===== config.mk =====
export PLATFORM = sky130hd
export DESIGN_NAME = if_fetch_stage_flat
export DESIGN_NICKNAME = d
export VERILOG_FILES = /design/src/rtl/if_fetch_stage_if.sv /design/src/rtl/if_fetch_stage.sv /design/src/flat_wrapper.sv
export SDC_FILE = /design/constraint.sdc
export NUM_CORES = 1
export LEC_CHECK = 0
export ABC_AREA = 1
export BUFFER_PORTS_ARGS = -buffer_cell sky130_fd_sc_hd__buf_2
export CAP_MARGIN = 25
export CORE_MARGIN = 3
export CORE_UTILIZATION = 25
export DETAILED_ROUTE_END_ITERATION = 16
export HOLD_SLACK_MARGIN = 0.12
export PLACE_DENSITY = 0.51
export SYNTH_ARGS = -nofsm -noshare
export SYNTH_HDL_FRONTEND = slang
export SYNTH_SLANG_ARGS = --single-unit

===== constraint.sdc =====
create_clock -name clk -period 4.4 [get_ports clk]
set_input_delay 0.22 -clock clk [delete_from_list [all_inputs] [get_ports clk]]
set_output_delay 0.22 -clock clk [all_outputs]
set_load 0.01 [all_outputs]

===== src/rtl/if_fetch_stage_if.sv =====
// IF -> ID handshake bundle: fetched {pc, inst} under valid/allow-in, plus the
// branch redirect travelling back from ID.
interface if_fetch_stage_if;
    localparam int BR_TO_FS_WD = 33;
    localparam int FS_TO_DS_WD = 64;

    logic                   ds_allow_in;
    logic [BR_TO_FS_WD-1:0] br_bus;        // {br_taken, br_target[31:0]}
    logic                   fs_to_ds_valid;
    logic [FS_TO_DS_WD-1:0] fs_to_ds_bus;  // {fs_pc[31:0], fs_inst[31:0]}

    // Fetch stage drives the instruction, ID drives allow-in and redirect.
    modport master (
        input  ds_allow_in,
        input  br_bus,
        output fs_to_ds_valid,
        output fs_to_ds_bus
    );

    modport slave (
        output ds_allow_in,
        output br_bus,
        input  fs_to_ds_valid,
        input  fs_to_ds_bus
    );
endinterface


===== src/rtl/if_fetch_stage.sv =====
// LoongArch instruction-fetch stage: PC, sync-read SRAM request, one-entry hold
// buffer and branch redirect. Define IF_PERF_CNT_EN to add perf_fetch_cnt.
module if_fetch_stage #(
    parameter logic [31:0] RESET_PC = 32'h1c000000
) (
    input  logic                    clk,
    input  logic                    rst,
    if_fetch_stage_if.master        fs_ds,
    output logic                    inst_sram_en,
    output logic [3:0]              inst_sram_we,
    output logic [31:0]             inst_sram_addr,
    output logic [31:0]             inst_sram_wdata,
    input  logic [31:0]             inst_sram_rdata
`ifdef IF_PERF_CNT_EN
    ,
    output logic [31:0]             perf_fetch_cnt
`endif
);

    logic        br_taken;
    logic [31:0] br_target;
    logic        fs_ready_go;
    logic        fs_allow_in;
    logic [31:0] seq_pc;
    logic [31:0] nextpc;
    logic [31:0] fs_inst;

    logic        to_fs_valid_q, to_fs_valid_d;
    logic        fs_valid_q,    fs_valid_d;
    logic [31:0] fs_pc_q,       fs_pc_d;
    logic [31:0] inst_buf_q,    inst_buf_d;
    logic        buf_valid_q,   buf_valid_d;

    assign {br_taken, br_target} = fs_ds.br_bus;

    // A redirect always opens the stage, even while ID is stalled.
    assign fs_ready_go = 1'b1;
    assign fs_allow_in = !fs_valid_q || fs_ds.ds_allow_in || br_taken;
    assign seq_pc      = fs_pc_q + 32'd4;
    assign nextpc      = br_taken ? br_target : seq_pc;

    assign inst_sram_en    = to_fs_valid_q && fs_allow_in;
    assign inst_sram_addr  = nextpc;
    assign inst_sram_we    = 4'b0;
    assign inst_sram_wdata = 32'b0;

    // SRAM data is only valid the cycle after the request; the buffer covers stalls.
    assign fs_inst              = buf_valid_q ? inst_buf_q : inst_sram_rdata;
    assign fs_ds.fs_to_ds_valid = fs_valid_q && fs_ready_go && !br_taken;
    assign fs_ds.fs_to_ds_bus   = {fs_pc_q, fs_inst};

    always_comb begin
        // NOTE: every _d gets a default first so no path leaves it unassigned,
        // which would otherwise infer a latch.
        to_fs_valid_d = 1'b1;
        fs_valid_d    = fs_valid_q;
        fs_pc_d       = fs_pc_q;
        inst_buf_d    = inst_buf_q;
        buf_valid_d   = buf_valid_q;

        if (inst_sram_en) begin
            fs_valid_d  = 1'b1;
            fs_pc_d     = nextpc;
            buf_valid_d = 1'b0;
        end else if (fs_valid_q && !buf_valid_q && !fs_allow_in) begin
            inst_buf_d  = inst_sram_rdata;
            buf_valid_d = 1'b1;
        end
    end

    // NOTE: sequential state uses non-blocking assignments only, so every flop
    // samples its _d value from before the edge regardless of block ordering.
    always_ff @(posedge clk or posedge rst) begin
        if (rst) begin
            to_fs_valid_q <= 1'b0;
            fs_valid_q    <= 1'b0;
            fs_pc_q       <= RESET_PC - 32'd4;
            inst_buf_q    <= 32'b0;
            buf_valid_q   <= 1'b0;
        end else begin
            to_fs_valid_q <= to_fs_valid_d;
            fs_valid_q    <= fs_valid_d;
            fs_pc_q       <= fs_pc_d;
            inst_buf_q    <= inst_buf_d;
            buf_valid_q   <= buf_valid_d;
        end
    end

`ifdef IF_PERF_CNT_EN
    logic [31:0] perf_cnt_q, perf_cnt_d;

    always_comb begin
        perf_cnt_d = perf_cnt_q;
        if (fs_ds.fs_to_ds_valid && fs_ds.ds_allow_in) begin
            perf_cnt_d = perf_cnt_q + 32'd1;
        end
    end

    always_ff @(posedge clk or posedge rst) begin
        if (rst) begin
            perf_cnt_q <= 32'b0;
        end else begin
            perf_cnt_q <= perf_cnt_d;
        end
    end

    assign perf_fetch_cnt = perf_cnt_q;
`endif

endmodule


===== src/flat_wrapper.sv =====
// flat-port wrapper written by rule: the top's interface ports become plain ports
module if_fetch_stage_flat 
#(
    parameter logic [31:0] RESET_PC = 32'h1c000000
)
  (clk, rst, inst_sram_en, inst_sram_we, inst_sram_addr, inst_sram_wdata, inst_sram_rdata, fs_ds_ds_allow_in, fs_ds_br_bus, fs_ds_fs_to_ds_valid, fs_ds_fs_to_ds_bus);
  if_fetch_stage_if fs_ds_i ();
  input  logic clk;
  input  logic rst;
  output logic inst_sram_en;
  output logic [3:0] inst_sram_we;
  output logic [31:0] inst_sram_addr;
  output logic [31:0] inst_sram_wdata;
  input  logic [31:0] inst_sram_rdata;
  input wire logic [$bits(fs_ds_i.ds_allow_in)-1:0] fs_ds_ds_allow_in;
  input wire logic [$bits(fs_ds_i.br_bus)-1:0] fs_ds_br_bus;
  output wire logic [$bits(fs_ds_i.fs_to_ds_valid)-1:0] fs_ds_fs_to_ds_valid;
  output wire logic [$bits(fs_ds_i.fs_to_ds_bus)-1:0] fs_ds_fs_to_ds_bus;
  assign fs_ds_i.ds_allow_in = fs_ds_ds_allow_in;
  assign fs_ds_i.br_bus = fs_ds_br_bus;
  assign fs_ds_fs_to_ds_valid = fs_ds_i.fs_to_ds_valid;
  assign fs_ds_fs_to_ds_bus = fs_ds_i.fs_to_ds_bus;
  if_fetch_stage #(.RESET_PC(RESET_PC)) u_core (.clk(clk), .rst(rst), .fs_ds(fs_ds_i), .inst_sram_en(inst_sram_en), .inst_sram_we(inst_sram_we), .inst_sram_addr(inst_sram_addr), .inst_sram_wdata(inst_sram_wdata), .inst_sram_rdata(inst_sram_rdata));
endmodule

* Word-level counts from Yosys, hierarchy flattened
Index checks and enable logic that the tools add are counted.
** Word-level totals
- Register bits :: 67
- Bits of input ports :: 68
- Output and inout port bits :: 134
- Logic and storage cells :: 23
** Cells by class
- $add $sub $neg :: 1
- Muxes and demuxes :: 4
- Bitwise logic cells :: 1
- Reduce and logical (&&, ||, !) cells :: 12
** Operator list (count)
- 32-bit two-way mux :: 2
- 32-bit by 3-bit adder with 32-bit output (second input constant) :: 1
- 1-bit logical AND :: 4
- 1-bit zero test :: 4
- 1-bit logical OR :: 2
- 1-bit two-way mux :: 2
- 2-bit AND reduction :: 1
- 2-bit nonzero test :: 1
- 1-bit inverter :: 1

* Longest topological paths before layout
Gate-level depths: netlist of the first run.
- Word-level depth :: 7
- Gate-level depth with buffers :: 10
- Depth with buffers taken out :: 10

* Worst setup path after synthesis of the first run
Ideal clock, no wire load.
- Path type :: reg2out
- Start point :: reg u_core.fs_pc_q[3]
- End point :: out inst_sram_addr[20]
- Arrival time :: 1.572 ns
- Required time :: 4.180 ns
- Slack :: 2.608 ns
- Cell stages (with the launch flop) :: 8
- Path buffers :: 0
- Path through :: dfstp_2 > ha_1 > nand2_2 > nor2_4 > nand3_4 > o21bai_1 > nand2_1 > a21boi_0
** On the way
- Longest elaborated chain between the ends :: 2
** Ends and longest elaborated chain
- start: declaration :: RTL line if_fetch_stage.sv:30 : logic [31:0] fs_pc_q, fs_pc_d;
- start signal: assignment :: RTL line if_fetch_stage.sv:77 : fs_pc_q <= RESET_PC - 32'd4;
- start signal: assignment :: RTL line if_fetch_stage.sv:83 : fs_pc_q <= fs_pc_d;
- 32-bit by 3-bit adder with 32-bit output :: RTL line if_fetch_stage.sv:39 : assign seq_pc = fs_pc_q + 32'd4;
- 32-bit two-way mux :: RTL line if_fetch_stage.sv:40 : assign nextpc = br_taken ? br_target : seq_pc;
- end: declaration :: RTL line flat_wrapper.sv:12 : output logic [31:0] inst_sram_addr;
No other way between the ends.

* Final worst setup path of the first run
- Start point :: reg u_core.fs_pc_q[9]
- End point :: out inst_sram_addr[28]
The elaborated chain is that of the path after synthesis.

==> results of run 1 <==
## synthesized netlist by cell type, drive strengths merged (2+ instances only)
master,instances
conb,2
nor2,59
nand3,50
a21oi,8
a21boi,2
o21ai,86
inv,74
a31oi,3
o21a,5
or2,15
and2,12
nand2,226
o21bai,3
dfrtp,41
clkbuf,10
dfstp,26
o211ai,5
buf,52
## path summary, 6_finish.rpt
check                                          start                   end  slack, ps  depth (start not counted)
worst max-delay path               u_core.fs_pc_q[9]    inst_sram_addr[28]       1970                          9
worst min-delay path                 fs_ds_br_bus[3]     u_core.fs_pc_q[3]        140                          3
worst max register to register     u_core.fs_pc_q[2]    u_core.fs_pc_q[26]       2540                         10
worst min register to register  u_core.to_fs_valid_q    u_core.buf_valid_q        460                          1
max in group asynchronous                        rst    u_core.fs_pc_q[28]       2890                          4
min in group asynchronous                        rst  u_core.inst_buf_q[6]        550                          3
## layout make-up
cell class                 instances  area [µm²]
timing repair buffer             196        1126
tap                              225       281.5
sequential                        67        1709
clock inverter                     4       75.07
inverter                          74       277.8
multi-input combinational        513        2315
clock buffer                      11       242.7
fill                            1953       11570
## registers in the layout, summed over array words and instances, names as in the netlist
signal / flops
u_core.fs_pc_q: 32
u_core.inst_buf_q: 32
u_core.buf_valid_q: 1
u_core.fs_valid_q: 1
u_core.to_fs_valid_q: 1
## per-layer routing
| layer | vias to the layer above | routed length (µm) | share of wire, % |
|---|---|---|---|
| met5 | - | 13 | 0.090 |
| met3 | 11 | 1118 | 7.8 |
| met1 | 2080 | 6291 | 44 |
| met4 | 2 | 121 | 0.84 |
| li1 | 2428 | - | - |
| met2 | 163 | 6839 | 48 |
## power groups by stage
stage	Sequential, W	Clock, W	Combinational [W]
finish	0.000849	0.000788	0.000602
global route	0.000868	0.000839	0.000682
CTS	0.000849	0.000822	0.000612
detailed placement	0.000857	0	0.000591
global placement	0.000856	0	0.000591
floorplan	0.000850	0	0.000370
## critical path: stages (launching register included)
cell	delay [ps]
sky130_fd_sc_hd__dfstp_2	580
sky130_fd_sc_hd__nand2_1	110
sky130_fd_sc_hd__nor2_1	270
sky130_fd_sc_hd__nand2_1	100
sky130_fd_sc_hd__nor2_1	250
sky130_fd_sc_hd__nand2_1	90
sky130_fd_sc_hd__nand2_1	60
sky130_fd_sc_hd__nand3_1	90
sky130_fd_sc_hd__and2_1	190
sky130_fd_sc_hd__buf_2	130
## stage by stage
step	instances	hold slack [ps]	total power (W)	setup slack (ps)
final	1090	137.0	0.002239	1969
after global routing	1090	142.6	0.002390	1773
after CTS	1090	121.8	0.002283	1934
after detailed placement	1048	390.5	0.001448	2266
after global placement	1048	377.3	0.001447	2305
after floorplan	716	341.0	0.001220	2540
## cells by family after synthesis
| kind of cell | share of synthesized area, % |
|---|---|
| other | 0.1646 |
| buffers and inverters | 14.73 |
| adders and majority gates | 0.2742 |
| and+or+nand+nor | 34.09 |
| DFF | 37.47 |
| AOI/OAI and AO/OA | 13.27 |
==> Implementation_results.wiki, run 1 <==
{| class="wikitable"
! Metric !! Value
|-
| Max-cap violations || 0
|-
| Clock buffer count from CTS || 9
|-
| Grt total ovfl || 0
|-
| Standard cell core area || approximately 18000 µm²
|-
| Max frequency || slightly above 400 MHz
|-
| Die area || around 20000 µm²
|-
| Avg WL per Cell || 13.20 µm
|-
| Post-detailed-route DRC marker count || 0
|-
| Starting Density || between 20 and 30%
|-
| Die Height || 141.1 µm
|-
| Dominant register cell in the synthesized netlist || sky130_fd_sc_hd__dfrtp_1
|-
| Net switching power || approximately 0.00074 W
|-
| Number of flip-flops and latches in the synthesized netlist || 67
|-
| Post-route antenna net violation count || 0
|-
| Final period demand of the worst path || around 2400 ps
|-
| Count of routing violations after the opening detailed-route iteration || 211
|-
| Signal arrival time at the worst endpoint || between 2000 and 2500 ps
|-
| Most used cells in the layout excluding fill and tap cells || 222 x sky130_fd_sc_hd__nand2_1, 165 x sky130_fd_sc_hd__buf_2, 84 x sky130_fd_sc_hd__o21ai_0
|-
| Met2 track utilization from global routing || about a quarter
|-
| Yosys Warn Count || 0
|-
| Number of nets at the end of the flow || 930
|-
| RD Place Congestion || 0.8639
|-
| Final-report hold violation count || 0
|-
| Power density over the cells || 371.5 nW/µm²
|-
| Vias in the first global route || about 4200
|-
| Setup violators final || 0
|-
| Final design area excluding fillers || around 6000 µm²
|-
| Met1 Track Usage GR || ~18%
|-
| Share of power burned in registers || between 30% and 40%
|-
| Share of post-route cells with drive strength above 1 || between 20 and 30%
|-
| Growth of design area from synthesis to finish || 32.12%
|-
| Int Pwr || around 0.0015 W
|-
| Routed wire length || roughly 14000 µm
|-
| Layout Skew || roughly 11 ps
|-
| Clock sink total || 67
|-
| Utilization of the core after routing || 34.25%
|-
| Portion of synthesized cell area occupied by the leading cell type || 22.49%
|-
| Share of total power in combinational logic || a little over a quarter
|-
| Number of ports placed on the die boundary || 202
|-
| RSZ-0062 raised after global routing || no
|-
| Reg clk slew, reported paths || 60 ps
|-
| Startpoint-to-endpoint class of the critical path || flip-flop to output pin
|-
| Number of buffers added for setup after CTS || 0
|-
| Wire length of the first global-routing pass || roughly 22000 µm
|-
| Placed cell areas || around 5400 µm²
|-
| Buffers added on ports || 165
|-
| Maximum count of clock buffers along a single path || 2
|-
| Rows || 48
|-
| Most crowded layer after global routing || met2
|-
| Leakage power || slightly below 3 nW
|-
| H-tree levels || 3
|-
| Syn Std Cell Area || roughly 4600 µm²
|-
| Library cells used by synthesis || 30
|-
| Leading area contributor after synthesis || sky130_fd_sc_hd__dfrtp_1
|-
| ANT cells || 0
|-
| Switching part of the total power || approximately a third
|-
| Post_cts resized || 0
|-
| Share of the clock period used by the worst path || approximately 55%
|-
| Commonest non-fill, non-tap cell in the layout || sky130_fd_sc_hd__nand2_1
|-
| Required time at the worst-slack endpoint || around 4200 ps
|-
| Horizontal extent of the die || around 140 µm
|-
| Crit end category || output pin
|-
| Buffer cell driving the clock tree root || sky130_fd_sc_hd__clkbuf_16
|-
| Proportion of synthesized flip-flops having asynchronous set or reset || 100.0%
|-
| Clock power frac || roughly a third
|-
| Clock latency on the worst-skew pair || 340 ps
|-
| Top fanout value on the critical path || 5
|-
| Maximum vdd drop || ~0.17 mV
|-
| Total negative setup slack || 0 ps
|-
| Hold Buf Count CTS || 27
|-
| Largest cells by area after synthesis || sky130_fd_sc_hd__dfrtp_1 22%, sky130_fd_sc_hd__nand2_1 18%, sky130_fd_sc_hd__dfstp_2 15%
|-
| Avg Synthesized Cell Area || about 6.7 µm²
|-
| Max transition margin || 39.87%
|-
| Clock tree from TritonCTS || done
|-
| Routed vias/inst || approximately 4.3
|-
| Cell count after synthesis || 681
|-
| Pre-antenna DRT Iters || 4
|-
| Actual slew at the worst max-slew pin || between 900 and 1000 ps
|-
| Detailed-route via count || around 4700
|-
| Tightest Hold Check Type || primary input to flip-flop
|-
| Proportion of synthesized chip area in sequential cells || around 37%
|-
| Largest net degree at the start of global routing || 55
|-
| Number of enable-type register cells in the synthesized netlist || 0
|-
| Met3 demand-to-capacity share in global routing || between 4 and 5%
|-
| Initial antenna violation count || 1
|-
| Total Routing Usage GR || 14.07%
|-
| Kind of launch point of the worst setup path || flip-flop
|-
| Final count of pins violating max slew || 0
|-
| Run status || complete, no violations
|-
| Half-perimeter wire length after placement || approximately 11000 µm
|}
No activity file was read; power rests on OpenSTA's default activity.
==> run 2, diff against run 1 <==
clock period = 2.3 ns   (was 4.4 ns; I/O delays follow)
==> Implementation_results.wiki, run 2 (synthesis results as in run 1) <==
{| class="wikitable"
! Metric !! Value
|-
| Clock sink total || 67 (unchanged)
|-
| Clock latency on the worst-skew pair || 340 ps (about the same)
|-
| Clock buffer count from CTS || 9 (unchanged)
|-
| Starting Density || 25.92% (unchanged)
|-
| Half-perimeter wire length after placement || 10900 µm (was 10740 µm)
|-
| Tightest Hold Check Type || primary input to flip-flop (unchanged)
|-
| Pre-antenna DRT Iters || 5 (was 4)
|-
| Clock tree from TritonCTS || done (unchanged)
|-
| Leakage power || 3.206 nW (was 2.982 nW)
|-
| Horizontal extent of the die || 141.1 µm (unchanged)
|-
| Clock power frac || 34.8% (was 35.2%)
|-
| Largest net degree at the start of global routing || 68 (was 55)
|-
| Max-cap violations || 0 (unchanged)
|-
| Routed vias/inst || 4.242 (was 4.297)
|-
| Avg WL per Cell || 13.19 µm (was 13.20 µm)
|-
| Dominant cell type by count on the critical path || sky130_fd_sc_hd__nand2_1 (unchanged)
|-
| Setup violators final || 0 (unchanged)
|-
| Commonest non-fill, non-tap cell in the layout || sky130_fd_sc_hd__nand2_1 (unchanged)
|-
| Layout Skew || 11.26 ps (was 10.79 ps)
|-
| Net switching power || 0.001463 W (was 0.0007442 W)
|-
| Buffers added on ports || 165 (unchanged)
|-
| Worst Hold Slack || 128.2 ps (was 137.0 ps)
|-
| Maximum vdd drop || 0.3564 mV (was 0.1710 mV)
|-
| Final design area excluding fillers || 6558 µm² (was 6027 µm²)
|-
| Run status || complete, no violations (unchanged)
|-
| Growth of design area from synthesis to finish || 43.75% (was 32.12%)
|-
| Post-detailed-route DRC marker count || 0 (unchanged)
|-
| Int Pwr || 0.002959 W (was 0.001495 W)
|-
| Vias in the first global route || 4503 (was 4234)
|-
| Buffer cell driving the clock tree root || sky130_fd_sc_hd__clkbuf_16 (unchanged)
|-
| Maximum single-stage delay on the critical path || 580 ps (about the same)
|-
| Crit end category || output pin (unchanged)
|-
| Initial antenna violation count || 0 (was 1)
|-
| ANT cells || 0 (unchanged)
|-
| Sequence of cells on the critical path || ha_4, nand2_2, nor2_4, buf_6, buf_4, nand2_1, nand2_1, nand3_2, and2_1, buf_2 (was nand2_1, nor2_1, nand2_1, nor2_1, nand2_1, nand2_1, nand3_1, and2_1, buf_2)
|-
| Registers with the most flip-flops || u_core.fs_pc_q (32), u_core.inst_buf_q (32) (unchanged)
|-
| Switching part of the total power || 33.08% (was 33.23%)
|-
| Max frequency || between 400 and 500 MHz
|-
| RSZ-0062 raised after global routing || yes (was no)
|-
| Most used cells in the layout excluding fill and tap cells || 220 x sky130_fd_sc_hd__nand2_1, 165 x sky130_fd_sc_hd__buf_2, 82 x sky130_fd_sc_hd__o21ai_0 (was 222 x sky130_fd_sc_hd__nand2_1, 165 x sky130_fd_sc_hd__buf_2, 84 x sky130_fd_sc_hd__o21ai_0)
|-
| Count of routing violations after the opening detailed-route iteration || 188 (was 211)
|-
| Final-report hold violation count || 0 (unchanged)
|-
| Post-placement setup slack || 362.7 ps (was 2266 ps)
|-
| Signal arrival time at the worst endpoint || 2080 ps (was 2210 ps)
|-
| Top fanout value on the critical path || 5 (unchanged)
|-
| Final count of pins violating max slew || 0 (unchanged)
|-
| Post-route antenna net violation count || 0 (unchanged)
|-
| Die area || 19910 µm² (unchanged)
|-
| Rows || 48 (unchanged)
|-
| Actual slew at the worst max-slew pin || 568.7 ps (was 902.0 ps)
|-
| Placed cell areas || 5504 µm² (was 5439 µm²)
|-
| Total negative setup slack || 0 ps (unchanged)
|-
| Die Height || 141.1 µm (unchanged)
|-
| Share of post-route cells with drive strength above 1 || 30.44% (was 27.98%)
|-
| Kind of launch point of the worst setup path || flip-flop (unchanged)
|-
| Grt total ovfl || 0 (unchanged)
|-
| Detailed-route via count || 4815 (was 4684)
|-
| Number of nets at the end of the flow || 974 (was 930)
|-
| Final worst-path setup slack || 109.1 ps (was 1969 ps)
|-
| H-tree levels || 3 (unchanged)
|-
| Utilization of the core after routing || 37.27% (was 34.25%)
|-
| Number of ports placed on the die boundary || 202 (unchanged)
|-
| Share of the clock period used by the worst path || a little over nine tenths
|-
| Total Routing Usage GR || 14.84% (was 14.07%)
|-
| Share of total power in combinational logic || 28.5% (was 26.9%)
|-
| RD Place Congestion || 0.8485 (was 0.8639)
|-
| Routed wire length || 14970 µm (was 14380 µm)
|-
| Maximum count of clock buffers along a single path || 2 (unchanged)
|-
| Wire length of the first global-routing pass || 23450 µm (was 22350 µm)
|-
| Max transition margin || 62.03% (was 39.87%)
|-
| Required time at the worst-slack endpoint || 2180 ps (was 4180 ps)
|-
| Standard cell core area || 17600 µm² (unchanged)
|-
| Reg clk slew, reported paths || 60 ps (about the same)
|-
| Critical Path Slowest Stage Cell || sky130_fd_sc_hd__dfstp_2 (unchanged)
|-
| Share of power burned in registers || 36.6% (was 37.9%)
|-
| Power density over the cells || 674.2 nW/µm² (was 371.5 nW/µm²)
|-
| Startpoint-to-endpoint class of the critical path || flip-flop to output pin (unchanged)
|-
| Final period demand of the worst path || 2191 ps
|}
run 2: cell count changes in the layout (fill, tap and decap cells not counted), sizes merged:
cell,delta
clkbuf,+1
buf,+13
clkinv,+1
dlygate4sd3,+31
clkinvlp,-1
run 2: path summary, 6_finish.rpt:
kind                                      start                    to  slack (ps)  cells past startpoint
setup / recovery              u_core.fs_pc_q[3]    inst_sram_addr[22]         110                     10
hold / removal                  fs_ds_br_bus[2]     u_core.fs_pc_q[2]         130                      5
setup reg to reg              u_core.fs_pc_q[3]    u_core.fs_pc_q[12]         570                      8
hold reg to reg            u_core.to_fs_valid_q    u_core.buf_valid_q         460                      1
max in group asynchronous                   rst    u_core.fs_pc_q[28]        1550                      4
min in group asynchronous                   rst  u_core.inst_buf_q[6]         410                      4
run 2: routing by layer:
| layer | vias up | GRT usage, % | part of all wire (%) |
|---|---|---|---|
| li1 | 2517 | - | - |
| met1 | 2108 | 19.33 | 45 |
| met2 | 180 | 24.20 | 46 |
| met3 | 10 | 4.410 | 7.5 |
| met4 | 0 | 3.621 | 1.1 |
| met5 | - | 0 | 0 |
run 2: critical path, delay by kind of cell (launching register included):
family / cells / cell delay (ps)
buf+inv: 3 / 360
simple gates: 6 / 650
fa+ha+maj: 1 / 160
flops: 1 / 580
run 2: power by group through the flow:
stage	clock network [W]	registers (W)	logic [W]
3_3_place_gp	0	0.00163	0.00116
3_5_place_dp	0	0.00163	0.00116
6_report	0.00154	0.00162	0.00126
5_1_grt	0.00164	0.00166	0.00143
4_1_cts	0.00160	0.00162	0.00124
2_1_floorplan	0	0.00163	0.000708
run 2: area by class of cell:
type	instances	area, µm²
Clock buffer	12	256.5
Clock inverter	4	72.57
Fill cell	1872	11040
Inverter	74	277.8
Multi-Input combinational cell	513	2410
Sequential cell	67	1709
Tap cell	225	281.5
Timing Repair Buffer	240	1550
run 2: through the flow:
stage,power (W),cells
detailed placement,0.002791,1055
global placement,0.002784,1055
global route,0.004727,1135
CTS,0.004454,1131
finish,0.004421,1135
floorplan,0.002334,716
run 2: repair_timing:
action / in CTS / in global routing
endpoints found under the hold margin: 98 / 0
resized for setup: 3 / 30
pin swaps: 1 / 7
gates cloned: 0 / 0
hold buffers: 58 / 0
endpoints found under the setup margin: 4 / 19
setup buffers: 2 / 4
==> run 3, diff against run 2 <==
PLACE_DENSITY = 0.52   (was 0.51)
clock period = 2 ns   (was 2.3 ns; I/O delays follow)
==> Implementation_results.wiki, run 3 (synthesis results as in run 1) <==
{| class="wikitable"
! Metric !! Value
|-
| Violations in the final reports || negative setup slack
|-
| Routed wire length || 15950 µm (was 14970 µm)
|-
| Largest net degree at the start of global routing || 68 (unchanged)
|-
| Initial antenna violation count || 0 (unchanged)
|-
| Endpoint, Worst Hold || u_core.fs_pc_q[10] (was u_core.fs_pc_q[2])
|-
| Total Routing Usage GR || 15.98% (was 14.84%)
|-
| Vias in the first global route || 4906 (was 4503)
|-
| Reg clk slew, reported paths || 60 ps (about the same)
|-
| Startpoint of the most critical hold path || fs_ds_br_bus[10] (was fs_ds_br_bus[2])
|-
| Maximum count of clock buffers along a single path || 2 (unchanged)
|-
| Final-report hold violation count || 0 (unchanged)
|-
| Number of ports placed on the die boundary || 202 (unchanged)
|-
| Avg WL per Cell || 13.45 µm (was 13.19 µm)
|-
| Depth of the worst register-to-register path || 10 (was 8)
|-
| Power density over the cells || 722.0 nW/µm² (was 674.2 nW/µm²)
|-
| Die area || 19910 µm² (unchanged)
|-
| Commonest non-fill, non-tap cell in the layout || sky130_fd_sc_hd__nand2_1 (unchanged)
|-
| Clock tree from TritonCTS || done (unchanged)
|-
| Setup violators final || 18 (was 0)
|-
| Maximum vdd drop || 0.3788 mV (was 0.3564 mV)
|-
| Endpoint of the worst register-to-register path || u_core.fs_pc_q[11] (was u_core.fs_pc_q[12])
|-
| Worst Hold Slack || 152.0 ps (was 128.2 ps)
|-
| Signal arrival time at the worst endpoint || 2060 ps (was 2080 ps)
|-
| Routed vias/inst || 4.313 (was 4.242)
|-
| Rows || 48 (unchanged)
|-
| Layout Skew || 9.685 ps (was 11.26 ps)
|-
| Sequential cell area || 1709 µm² (unchanged)
|-
| Kind of launch point of the worst setup path || flip-flop (unchanged)
|-
| Final count of pins violating max slew || 0 (unchanged)
|-
| Final design area excluding fillers || 7406 µm² (was 6558 µm²)
|-
| Multi-input gate area in the final layout || 2796 µm² (was 2410 µm²)
|-
| Post-route antenna net violation count || 0 (unchanged)
|-
| Final period demand of the worst path || 2158 ps
|-
| Pre-antenna DRT Iters || 5 (unchanged)
|-
| Grt total ovfl || 0 (unchanged)
|-
| Horizontal extent of the die || 141.1 µm (unchanged)
|-
| Crit end category || output pin (unchanged)
|-
| Standard cell core area || 17600 µm² (unchanged)
|-
| Share of the clock period used by the worst path || 107.9%
|-
| Die Height || 141.1 µm (unchanged)
|-
| Buffers added on ports || 165 (unchanged)
|-
| Number of nets at the end of the flow || 1025 (was 974)
|-
| Startpoint-to-endpoint class of the critical path || flip-flop to output pin (unchanged)
|-
| Clock buffer count from CTS || 9 (unchanged)
|-
| ANT cells || 0 (unchanged)
|-
| Top fanout value on the critical path || 5 (unchanged)
|-
| Growth of design area from synthesis to finish || 62.34% (was 43.75%)
|-
| Number of cells on the worst hold path || 5 (unchanged)
|-
| Fill cell total of the finished layout || 1801 (was 1872)
|-
| Clock sink total || 67 (unchanged)
|-
| Run status || finished, violations left (was complete, no violations)
|-
| Final worst-path setup slack || -158.2 ps (was 109.1 ps)
|-
| Reg-to-reg startpoint || u_core.fs_pc_q[6] (was u_core.fs_pc_q[3])
|-
| Registers with the most flip-flops || u_core.fs_pc_q (32), u_core.inst_buf_q (32) (unchanged)
|-
| Required time at the worst-slack endpoint || 1900 ps (was 2180 ps)
|-
| Tightest Hold Check Type || primary input to flip-flop (unchanged)
|-
| Leakage power || 3.648 nW (was 3.206 nW)
|-
| Most used cells in the layout excluding fill and tap cells || 186 x sky130_fd_sc_hd__nand2_1, 160 x sky130_fd_sc_hd__buf_2, 78 x sky130_fd_sc_hd__o21ai_0 (was 220 x sky130_fd_sc_hd__nand2_1, 165 x sky130_fd_sc_hd__buf_2, 82 x sky130_fd_sc_hd__o21ai_0)
|-
| RD Place Congestion || 0.9136 (was 0.8485)
|-
| Buffer cell driving the clock tree root || sky130_fd_sc_hd__clkbuf_16 (unchanged)
|-
| Detailed-route via count || 5115 (was 4815)
|-
| Max frequency || 463.4 MHz
|-
| Post-detailed-route DRC marker count || 0 (unchanged)
|-
| Max-cap violations || 0 (unchanged)
|-
| R2r setup slk || 220 ps (was 570 ps)
|-
| Count of routing violations after the opening detailed-route iteration || 257 (was 188)
|-
| Half-perimeter wire length after placement || 11070 µm (was 10900 µm)
|-
| H-tree levels || 3 (unchanged)
|-
| RSZ-0062 raised after global routing || yes (unchanged)
|-
| Clock latency on the worst-skew pair || 350 ps (was 340 ps)
|-
| Share of post-route cells with drive strength above 1 || 41.21% (was 30.44%)
|-
| Starting Density || 25.92% (unchanged)
|-
| Wire length of the first global-routing pass || 25240 µm (was 23450 µm)
|-
| Placed cell areas || 5579 µm² (was 5504 µm²)
|}
run 3: worst max path at each step:
stage | slack, ps | start | end
2_1_floorplan | 260 | rst | u_core.buf_valid_q
4_1_cts | -160 | u_core.fs_pc_q[2] | inst_sram_addr[12]
6_report | -160 | u_core.fs_pc_q[2] | inst_sram_addr[24]
3_5_place_dp | 100 | u_core.fs_pc_q[6] | inst_sram_addr[27]
5_1_grt | -260 | u_core.fs_pc_q[2] | inst_sram_addr[24]
3_3_place_gp | 80 | u_core.fs_pc_q[6] | inst_sram_addr[27]
run 3: what timing repair did:
item | in CTS | in global routing
hold buffers | 62 | 0
endpoints found under the setup margin | 24 | 26
pin swaps | 30 | 28
endpoints found under the hold margin | 102 | 0
cloned | 0 | 0
setup buffers | 30 | 19
resized for setup | 93 | 58
run 3: cell type report:
class	count	share of cell area [%]
Clock buffer	10	3.092
Tap cell	225	3.801
Multi-Input combinational cell	513	37.76
Inverter	74	3.784
Timing Repair Buffer	291	27.61
Sequential cell	67	23.08
Clock inverter	6	0.8785
run 3: stage by stage:
step / setup TNS (ps) / instances / setup slack, ps / total power, W / utilization [%]
after global routing: -4234 / 1186 / -259.8 / 0.005726 / 42.09
after detailed placement: 0 / 1060 / 95.19 / 0.003237 / 31.71
after global placement: 0 / 1060 / 82.41 / 0.003233 / 31.71
final: -1546 / 1186 / -158.2 / 0.005347 / 42.09
after floorplan: 0 / 716 / 259.9 / 0.002684 / -
after CTS: -1806 / 1168 / -155.2 / 0.005261 / 40.03
run 3: power breakdown:
group	internal [W]	leakage, nW	switching [W]	total (W)
Clock	0.000968	0.143	0.000651	0.00162
Combinational	0.000834	2.73	0.00103	0.00186
Sequential	0.00165	0.774	0.000217	0.00187
Total	0.00345	3.65	0.00189	0.00535
run 3: per-layer routing:
layer	share of wire, %	GRT usage [%]	vias to the layer above
met2	47	26.29	195
met5	0	0	-
met4	2.6	5.048	0
met1	43	19.62	2273
li1	-	-	2617
met3	7.8	5.597	30
run 3: worst max-delay path, cell delays in order, from the launching register on:
cell	delay [ps]
sky130_fd_sc_hd__dfstp_2	580
sky130_fd_sc_hd__ha_4	180
sky130_fd_sc_hd__nand3_2	140
sky130_fd_sc_hd__nor2_1	130
sky130_fd_sc_hd__buf_4	160
sky130_fd_sc_hd__nand2_1	70
sky130_fd_sc_hd__nand2_1	60
sky130_fd_sc_hd__nand3_1	100
sky130_fd_sc_hd__and2_1	160
sky130_fd_sc_hd__buf_2	130
